**config.mk**
```make
export PLATFORM = sky130hd
export DESIGN_NAME = vram_arbiter
export DESIGN_NICKNAME = d
export VERILOG_FILES = /design/src/rtl/vram_arb_pkg.sv /design/src/rtl/vram_arb_pick.sv /design/src/rtl/vram_arbiter.sv
export SDC_FILE = /design/constraint.sdc
export NUM_CORES = 1
export LEC_CHECK = 0
export CELL_PAD_IN_SITES_DETAIL_PLACEMENT = 1
export CELL_PAD_IN_SITES_GLOBAL_PLACEMENT = 1
export CORE_MARGIN = 5
export CORE_UTILIZATION = 37
export CTS_CLUSTER_DIAMETER = 40
export DETAILED_ROUTE_END_ITERATION = 7
export DONT_BUFFER_PORTS = 1
export PLACE_DENSITY_LB_ADDON = 0.1
export SLEW_MARGIN = 20
export SYNTH_ARGS = -nofsm -noshare
export SYNTH_HDL_FRONTEND = slang
export SYNTH_SLANG_ARGS = --single-unit
```
**constraint.sdc**
```tcl
create_clock -name clk -period 4 [get_ports clk]
set_clock_uncertainty 0.2 [all_clocks]
set_input_delay 0.2 -clock clk [delete_from_list [all_inputs] [get_ports clk]]
set_output_delay 0.2 -clock clk [all_outputs]
set_load 0.005 [all_outputs]
```
**src/rtl/vram_arb_pkg.sv**
```systemverilog
// Shared types and constants for the VRAM arbiter.
//   state_t  : arbiter FSM states (IDLE -> ACCESS -> DONE -> IDLE)
//   master_t : requesting master identity (CPU = req 0, GAME = req 1)
//   VRAM_DEPTH : number of valid VRAM words
package vram_arb_pkg;

    typedef enum logic [1:0] {
        IDLE,
        ACCESS,
        DONE
    } state_t;

    typedef enum logic {
        M_CPU,
        M_GAME
    } master_t;

    localparam int VRAM_DEPTH = 10;

endpackage

```
**src/rtl/vram_arb_pick.sv**
```systemverilog
// Combinational grant picker for the VRAM arbiter.
// Ports:
//   eligible[1:0] : bit 0 = CPU eligible, bit 1 = GAME eligible
//   last_grant    : master granted most recently
//   grant         : selected master (only meaningful when |eligible)
// Configuration macro: VRAM_ARB_RR_EN
//   defined   -> round-robin on contention (master not granted last wins)
//   undefined -> fixed priority, CPU wins every tie
module vram_arb_pick
    import vram_arb_pkg::*;
(
    input  logic [1:0] eligible,
    input  master_t    last_grant,
    output master_t    grant
);

`ifdef VRAM_ARB_RR_EN
    always_comb begin
        grant = M_CPU;
        if (eligible == 2'b11) begin
            grant = (last_grant == M_CPU) ? M_GAME : M_CPU;
        end else if (eligible[1]) begin
            grant = M_GAME;
        end
    end
`else
    // History is irrelevant under fixed priority.
    logic unused_last;
    assign unused_last = (last_grant == M_GAME);

    always_comb begin
        grant = M_CPU;
        if (!eligible[0] && eligible[1]) begin
            grant = M_GAME;
        end
    end
`endif

endmodule

```
**src/rtl/vram_arbiter.sv**
```systemverilog
// Two-master arbiter for the single-port VRAM (sync write, comb read).
// Serialises CPU (req 0) and GAME (req 1) accesses with a req/ack handshake,
// latches the winning request, and holds off writes while frame_lock is high.
// Ports:
//   clk, rst            : clock, asynchronous active-high reset
//   cpu_*  / game_*     : req, we, addr, wdata in; ack pulse and rdata out
//   frame_lock          : display sampling VRAM; no write may start
//   vram_we/addr/wdata  : VRAM write port / address
//   vram_rdata          : VRAM read data (combinational on vram_addr)
//   addr_err            : sticky out-of-range flag, cleared only by rst
// Configuration macro: VRAM_ARB_RR_EN (round-robin vs fixed CPU priority).
module vram_arbiter
    import vram_arb_pkg::*;
#(
    parameter int DATA_W = 32,
    parameter int ADDR_W = 32,
    parameter int DEPTH  = VRAM_DEPTH
) (
    input  logic              clk,
    input  logic              rst,
    input  logic              cpu_req,
    input  logic              cpu_we,
    input  logic [ADDR_W-1:0] cpu_addr,
    input  logic [DATA_W-1:0] cpu_wdata,
    output logic              cpu_ack,
    output logic [DATA_W-1:0] cpu_rdata,
    input  logic              game_req,
    input  logic              game_we,
    input  logic [ADDR_W-1:0] game_addr,
    input  logic [DATA_W-1:0] game_wdata,
    output logic              game_ack,
    output logic [DATA_W-1:0] game_rdata,
    input  logic              frame_lock,
    output logic              vram_we,
    output logic [ADDR_W-1:0] vram_addr,
    output logic [DATA_W-1:0] vram_wdata,
    input  logic [DATA_W-1:0] vram_rdata,
    output logic              addr_err
);

    state_t            state, state_next;
    logic [1:0]        eligible;
    master_t           pick;
    master_t           last_grant;
    master_t           lat_id;
    logic              lat_we;
    logic [ADDR_W-1:0] lat_addr;
    logic [DATA_W-1:0] lat_wdata;
    logic [DATA_W-1:0] rdata_q;
    logic              addr_err_q;
    logic              in_range;

    // A write is only eligible when the display is not sampling VRAM.
    assign eligible[0] = cpu_req  && !(cpu_we  && frame_lock);
    assign eligible[1] = game_req && !(game_we && frame_lock);
    assign in_range    = (lat_addr < ADDR_W'(DEPTH));

    vram_arb_pick u_pick (
        .eligible   (eligible),
        .last_grant (last_grant),
        .grant      (pick)
    );

    // State register
    always_ff @(posedge clk or posedge rst) begin
        if (rst) begin
            state <= IDLE;
        end else begin
            state <= state_next;
        end
    end

    // Next-state logic
    always_comb begin
        state_next = state;
        case (state)
            IDLE:    if (|eligible) state_next = ACCESS;
            ACCESS:  state_next = DONE;
            DONE:    state_next = IDLE;
            default: state_next = IDLE;
        endcase
    end

    // Request latch, read capture and sticky error flag
    always_ff @(posedge clk or posedge rst) begin
        if (rst) begin
            last_grant <= M_GAME;
            lat_id     <= M_CPU;
            lat_we     <= 1'b0;
            lat_addr   <= '0;
            lat_wdata  <= '0;
            rdata_q    <= '0;
            addr_err_q <= 1'b0;
        end else begin
            if (state == IDLE && |eligible) begin
                last_grant <= pick;
                lat_id     <= pick;
                if (pick == M_CPU) begin
                    lat_we    <= cpu_we;
                    lat_addr  <= cpu_addr;
                    lat_wdata <= cpu_wdata;
                end else begin
                    lat_we    <= game_we;
                    lat_addr  <= game_addr;
                    lat_wdata <= game_wdata;
                end
            end
            if (state == ACCESS) begin
                rdata_q <= (!lat_we && in_range) ? vram_rdata : '0;
                if (!in_range) begin
                    addr_err_q <= 1'b1;
                end
            end
        end
    end

    // Outputs decoded from state so reset clears them immediately.
    always_comb begin
        vram_we    = 1'b0;
        vram_addr  = '0;
        vram_wdata = '0;
        cpu_ack    = 1'b0;
        cpu_rdata  = '0;
        game_ack   = 1'b0;
        game_rdata = '0;
        case (state)
            ACCESS: begin
                vram_we    = lat_we && in_range;
                vram_addr  = lat_addr;
                vram_wdata = lat_wdata;
            end
            DONE: begin
                if (lat_id == M_CPU) begin
                    cpu_ack   = 1'b1;
                    cpu_rdata = rdata_q;
                end else begin
                    game_ack   = 1'b1;
                    game_rdata = rdata_q;
                end
            end
            default: ;
        endcase
    end

    assign addr_err = addr_err_q;

endmodule

```
==> qor.yml, run 1 <==
synth:
  ys.flop_type: "dfrtp_1"
  syn_inst: 561
  synth_seq_area_share_pct: 46.6
  synth_fa_ha_area_share_pct: 0
  synth_mux_area_share_pct: 12.0
  synth_compound_gate_area_share_pct: 12.2
  synth_top_family_by_area: "simple AND/OR/NAND/NOR gates"
  async_flop_share_pct: 100
  synth-seq-cells: 101
  avgSynthCellArea_um2: 9.67
  syn_nets: 728
  ys_warn_count: 0
  synth_xor_area_share_pct: 0
  synthesis.area_um2: 5420
  yosys.area_share.simple_pct: 25.2
  ys_types: 24
  synth_edf_count: 0
status:
  lastStage: "4_1_cts"
  status: "aborted with a tool error"
  firstError: "[ERROR RSZ-0060] Max buffer count reached."
clock_tree:
  post_cts_buffers: 0
  cts.htree.levels: 3
  cts_buffers: 9
  cts_hold_buf: 147
  cts_buffer_depth: 2
  post_cts_resize_count: 0
  cts-root-buf: "clkbuf_16"
  cts_num_sinks: 101
die:
  fp-row-count: 44
  die_x_um: 131
  dieHeight_um: 131
  io_pins: 299
  initial_core_util_pct: 37.5
place:
  gp_congestion: 0.760
  port_buffers: 0
  dp_hpwl_um: 11500
[synth_stat cells (2+ instances only)]
library cell / n / share of area (%)
a21oi_1: 65 / 6.0
a31o_1: 30 / 4.8
a31o_2: 2 / 0.32
and2_1: 160 / 18
buf_2: 13 / 1.2
buf_4: 7 / 0.97
clkbuf_1: 23 / 1.6
dfrtp_1: 101 / 47
inv_1: 3 / 0.21
mux2i_1: 65 / 12
nand2_1: 2 / 0.14
nand2b_1: 3 / 0.35
nand4_1: 2 / 0.23
nor2_1: 67 / 4.6
nor3b_1: 2 / 0.28
nor4_1: 7 / 0.81
o21bai_1: 2 / 0.28
[kinds of logic after synthesis]
family                 Yosys count
AND/OR/NAND/NOR                245
buffers and inverters           47
multiplexers                    65
flip-flops                     101
AO/OA/AOI/OAI                  103
[stage by stage]
step,cells,worst slack (ns),hold slack [ns],utilization (%),instance area [um^2]
3_5_place_dp,711,1.53,0.135,38.5,5570
3_3_place_gp,711,1.59,0.140,38.5,5570
2_1_floorplan,561,0.953,0.141,-,5420
==> inputs of run 2 (changes only) <==
==> config.mk (replaced) <==
export PLATFORM = sky130hd
export DESIGN_NAME = vram_arbiter
export DESIGN_NICKNAME = d
export VERILOG_FILES = /design/src/rtl/vram_arb_pkg.sv /design/src/rtl/vram_arb_pick.sv /design/src/rtl/vram_arbiter.sv
export SDC_FILE = /design/constraint.sdc
export NUM_CORES = 1
export LEC_CHECK = 0
export CORE_MARGIN = 5
export CORE_UTILIZATION = 22
export DETAILED_ROUTE_END_ITERATION = 7
export DONT_BUFFER_PORTS = 1
export PLACE_DENSITY_LB_ADDON = 0.15
export SLEW_MARGIN = 20
export SYNTH_ARGS = -nofsm -noshare
export SYNTH_HDL_FRONTEND = slang
export SYNTH_SLANG_ARGS = --single-unit
==> run 2 against run 1 <==
Against the previous run: area after synthesis did not move; the flow now finishes without violations; synthesized cell count did not move.
==> qor.yml, run 2 <==
pwr:
  power_mw: 4.04
  netSwitchingPower_mw: 1.50
  irDropWorstVdd_mv: 0.196
  p_clk_share_pct: 25.2
  combPwrFrac_pct: 35.2
  swShare_pct: 37.2
  sequentialPowerShare_pct: 39.6
  p_per_area_nw_per_um2: 522
  cellInternalPower_mw: 2.54
  leakage_nw: 3.19
sta:
  timing.setup.tns_ns: 0
  rsz0062_at_grt: "no"
  hold_viol: 0
  slew_headroom_pct: 41.0
  worst_pin_slew_ns: 0.877
  fin_crit_sh_pct: 70.1
  min_period_ns: 2.81
  max_freq_mhz: 356
  worst_hold_slack_ns: 0.187
  setup_violations: 0
  drv_slew: 0
setup_path:
  crit_start: "frame_lock"
  critical_path_arrival_ns: 2.81
  worstPathMaxFanout: 63
  cp.depth: 7
  r2r-start: "lat_addr[30]$_DFFE_PP0P_"
  crit_buf_inv: 3
  r2r.worst_path.cells: 5
  slowest_stage: "dlygate4sd3_1"
  crit_required_ns: 4.01
  slowest_delay_ns: 0.61
  crit_path_cell_trace: "dlygate4sd3_1, nand2_1, a221oi_4, buf_12, mux2i_1, dlygate4sd3_1, a21oi_1"
  crit_family: "buffers and inverters"
  crit_top_cell: "dlygate4sd3_1"
  crit_type: "in2reg"
  cp-end-kind: "flip-flop"
  start_kind: "input port"
clock_tree:
  cts-root-buf: "clkbuf_16"
  cts_num_sinks: 101
  cts_buffers: 9
  cts_buffer_depth: 2
  clk_pin_slew_ns: 0.07
  clk_latency_ns: 0.35
  cts_tree: "built"
  cts.htree.levels: 3
routing:
  vias_per_cell: 4.48
  dr.pass1.iters: 4
  vias: 4619
  ant_nets: 0
  wl_per_cell_um: 17.3
  drc_errors: 0
  routed_wl_um: 17900
  drt_iter0_markers: 269
die:
  coreArea_um2: 24300
  die_x_um: 167
  dieHeight_um: 167
  fp-row-count: 57
  initial_core_util_pct: 22.3
  io_pins: 299
  die_area_um2: 27900
synth:
  avgSynthCellArea_um2: 9.67
  synth_fa_ha_area_share_pct: 0
  yosys.area_share.simple_pct: 25.2
  synthesis.area_um2: 5420
  ys_warn_count: 0
  synth_top_family_by_area: "simple AND/OR/NAND/NOR gates"
  yosysMostFrequentCell: "and2_1"
  async_flop_share_pct: 100
  synth_xor_area_share_pct: 0
  syn_nets: 728
  synth_largest_area_cell: "dfrtp_1"
  synth_mux_area_share_pct: 12.0
  ys_types: 24
  synth_compound_gate_area_share_pct: 12.2
  synth_top_area_share_pct: 46.6
  synth-seq-cells: 101
  ys.flop_type: "dfrtp_1"
  syn_inst: 561
  synthTopCellsByCount: "and2_1 (160), dfrtp_1 (101), nor2_1 (67)"
  synth_seq_area_share_pct: 46.6
  synth_edf_count: 0
  yosys-top-cells-area: "dfrtp_1 (47%), and2_1 (18%), mux2i_1 (12%), a21oi_1 (6.0%), a31o_1 (4.8%)"
min_path:
  hold_class: "in2reg"
  hold_path_startpoint: "game_req"
  worst_hold_path.num_cells: 3
place:
  port_buffers: 0
  gp_congestion: 0.717
  dp_hpwl_um: 12200
finish:
  drive_gt1_share_pct: 4.66
  multiInputGateArea_um2: 2720
  fillers: 2478
  layout_commonest_cell: "dlygate4sd3_1"
  finalNetCount: 871
  fin_util_pct: 31.8
  final_cell_mix: "dlygate4sd3_1 (165), and2_1 (160), dfrtp_1 (101), nor2_1 (67)"
  area_growth_syn_to_layout_pct: 42.7
  antennaDiodeCount: 0
  seq_area_um2: 2530
  reg_top3: "lat_addr (32), lat_wdata (32), rdata_q (32)"
global_route:
  track_usage_pct: 12.6
  grt_pass1_wl_um: 28200
  antenna_found_initial: 0
  grt_max_degree: 93
  overflow: 0
  grt_pass1_vias: 4984
run:
  max-cap-violations: 0
status:
  status: "complete, no violations"
run 2: cell counts after synthesis:
Identical to the previous run, type by type.
run 2: stage by stage:
stage	cell area (um^2)	std cells	setup slack (ns)
floorplan	5420	561	0.953
global placement	5750	852	1.47
detailed placement	5750	852	1.41
CTS	7740	1032	1.18
global route	7740	1032	1.05
finish	7740	1032	1.19
run 2: path summary, 6_finish.rpt:
check	endpoint	slack, ns
max	lat_addr[25]$_DFFE_PP0P_	1.19
min	state[0]$_DFFE_PP0P_	0.19
max reg2reg	rdata_q[8]$_DFFE_PP0N_	1.49
min reg2reg	lat_wdata[8]$_DFFE_PP0P_	0.33
max in group asynchronous	lat_wdata[12]$_DFFE_PP0P_	2.24
min in group asynchronous	lat_wdata[5]$_DFFE_PP0P_	0.29
run 2: metal layers:
layer	vias up	track usage (%)	share of wire, %
met5	-	0	0
met4	0	4.09	1.5
met3	16	3.74	8.2
met2	217	21.5	49
met1	2211	15.3	41
li1	2175	-	-
run 2: power groups by stage:
| stage | Combinational, mW | Clock [mW] | Sequential [mW] |
|---|---|---|---|
| 6_report | 1.42 | 1.02 | 1.60 |
| 5_1_grt | 1.62 | 1.10 | 1.65 |
| 4_1_cts | 1.45 | 1.07 | 1.60 |
| 3_5_place_dp | 1.29 | 0 | 1.61 |
| 3_3_place_gp | 1.27 | 0 | 1.61 |
| 2_1_floorplan | 1.02 | 0 | 1.52 |
run 2: cell families after synthesis:
kind of cell,after synthesis
and+or+nand+nor,245
AOI/OAI and AO/OA,103
DFF,101
muxes,65
buffers and inverters,47
run 2: area by class of cell:
| type | instances | share of cell area, % |
|---|---|---|
| Clock buffer | 10 | 2.96 |
| Clock inverter | 5 | 1.39 |
| Inverter | 4 | 0.226 |
| Multi-Input combinational cell | 413 | 35.1 |
| Sequential cell | 101 | 32.6 |
| Tap cell | 324 | 5.24 |
| Timing Repair Buffer | 175 | 22.5 |
run 2: tightest hold or removal path: cells and delay by family:
| family | cells | cell delay (ns) |
|---|---|---|
| compound gates | 1 | 0.10 |
| simple gates | 1 | 0.09 |
| buf+inv | 1 | 0.25 |
run 2: timing repair:
| item | CTS | global route |
|---|---|---|
| setup buffers | 0 | 0 |
| resized for setup | 0 | 0 |
| hold buffers | 165 | 0 |
| hold endpoints to repair | 164 | 0 |
Power figures use the tool's default switching activity.
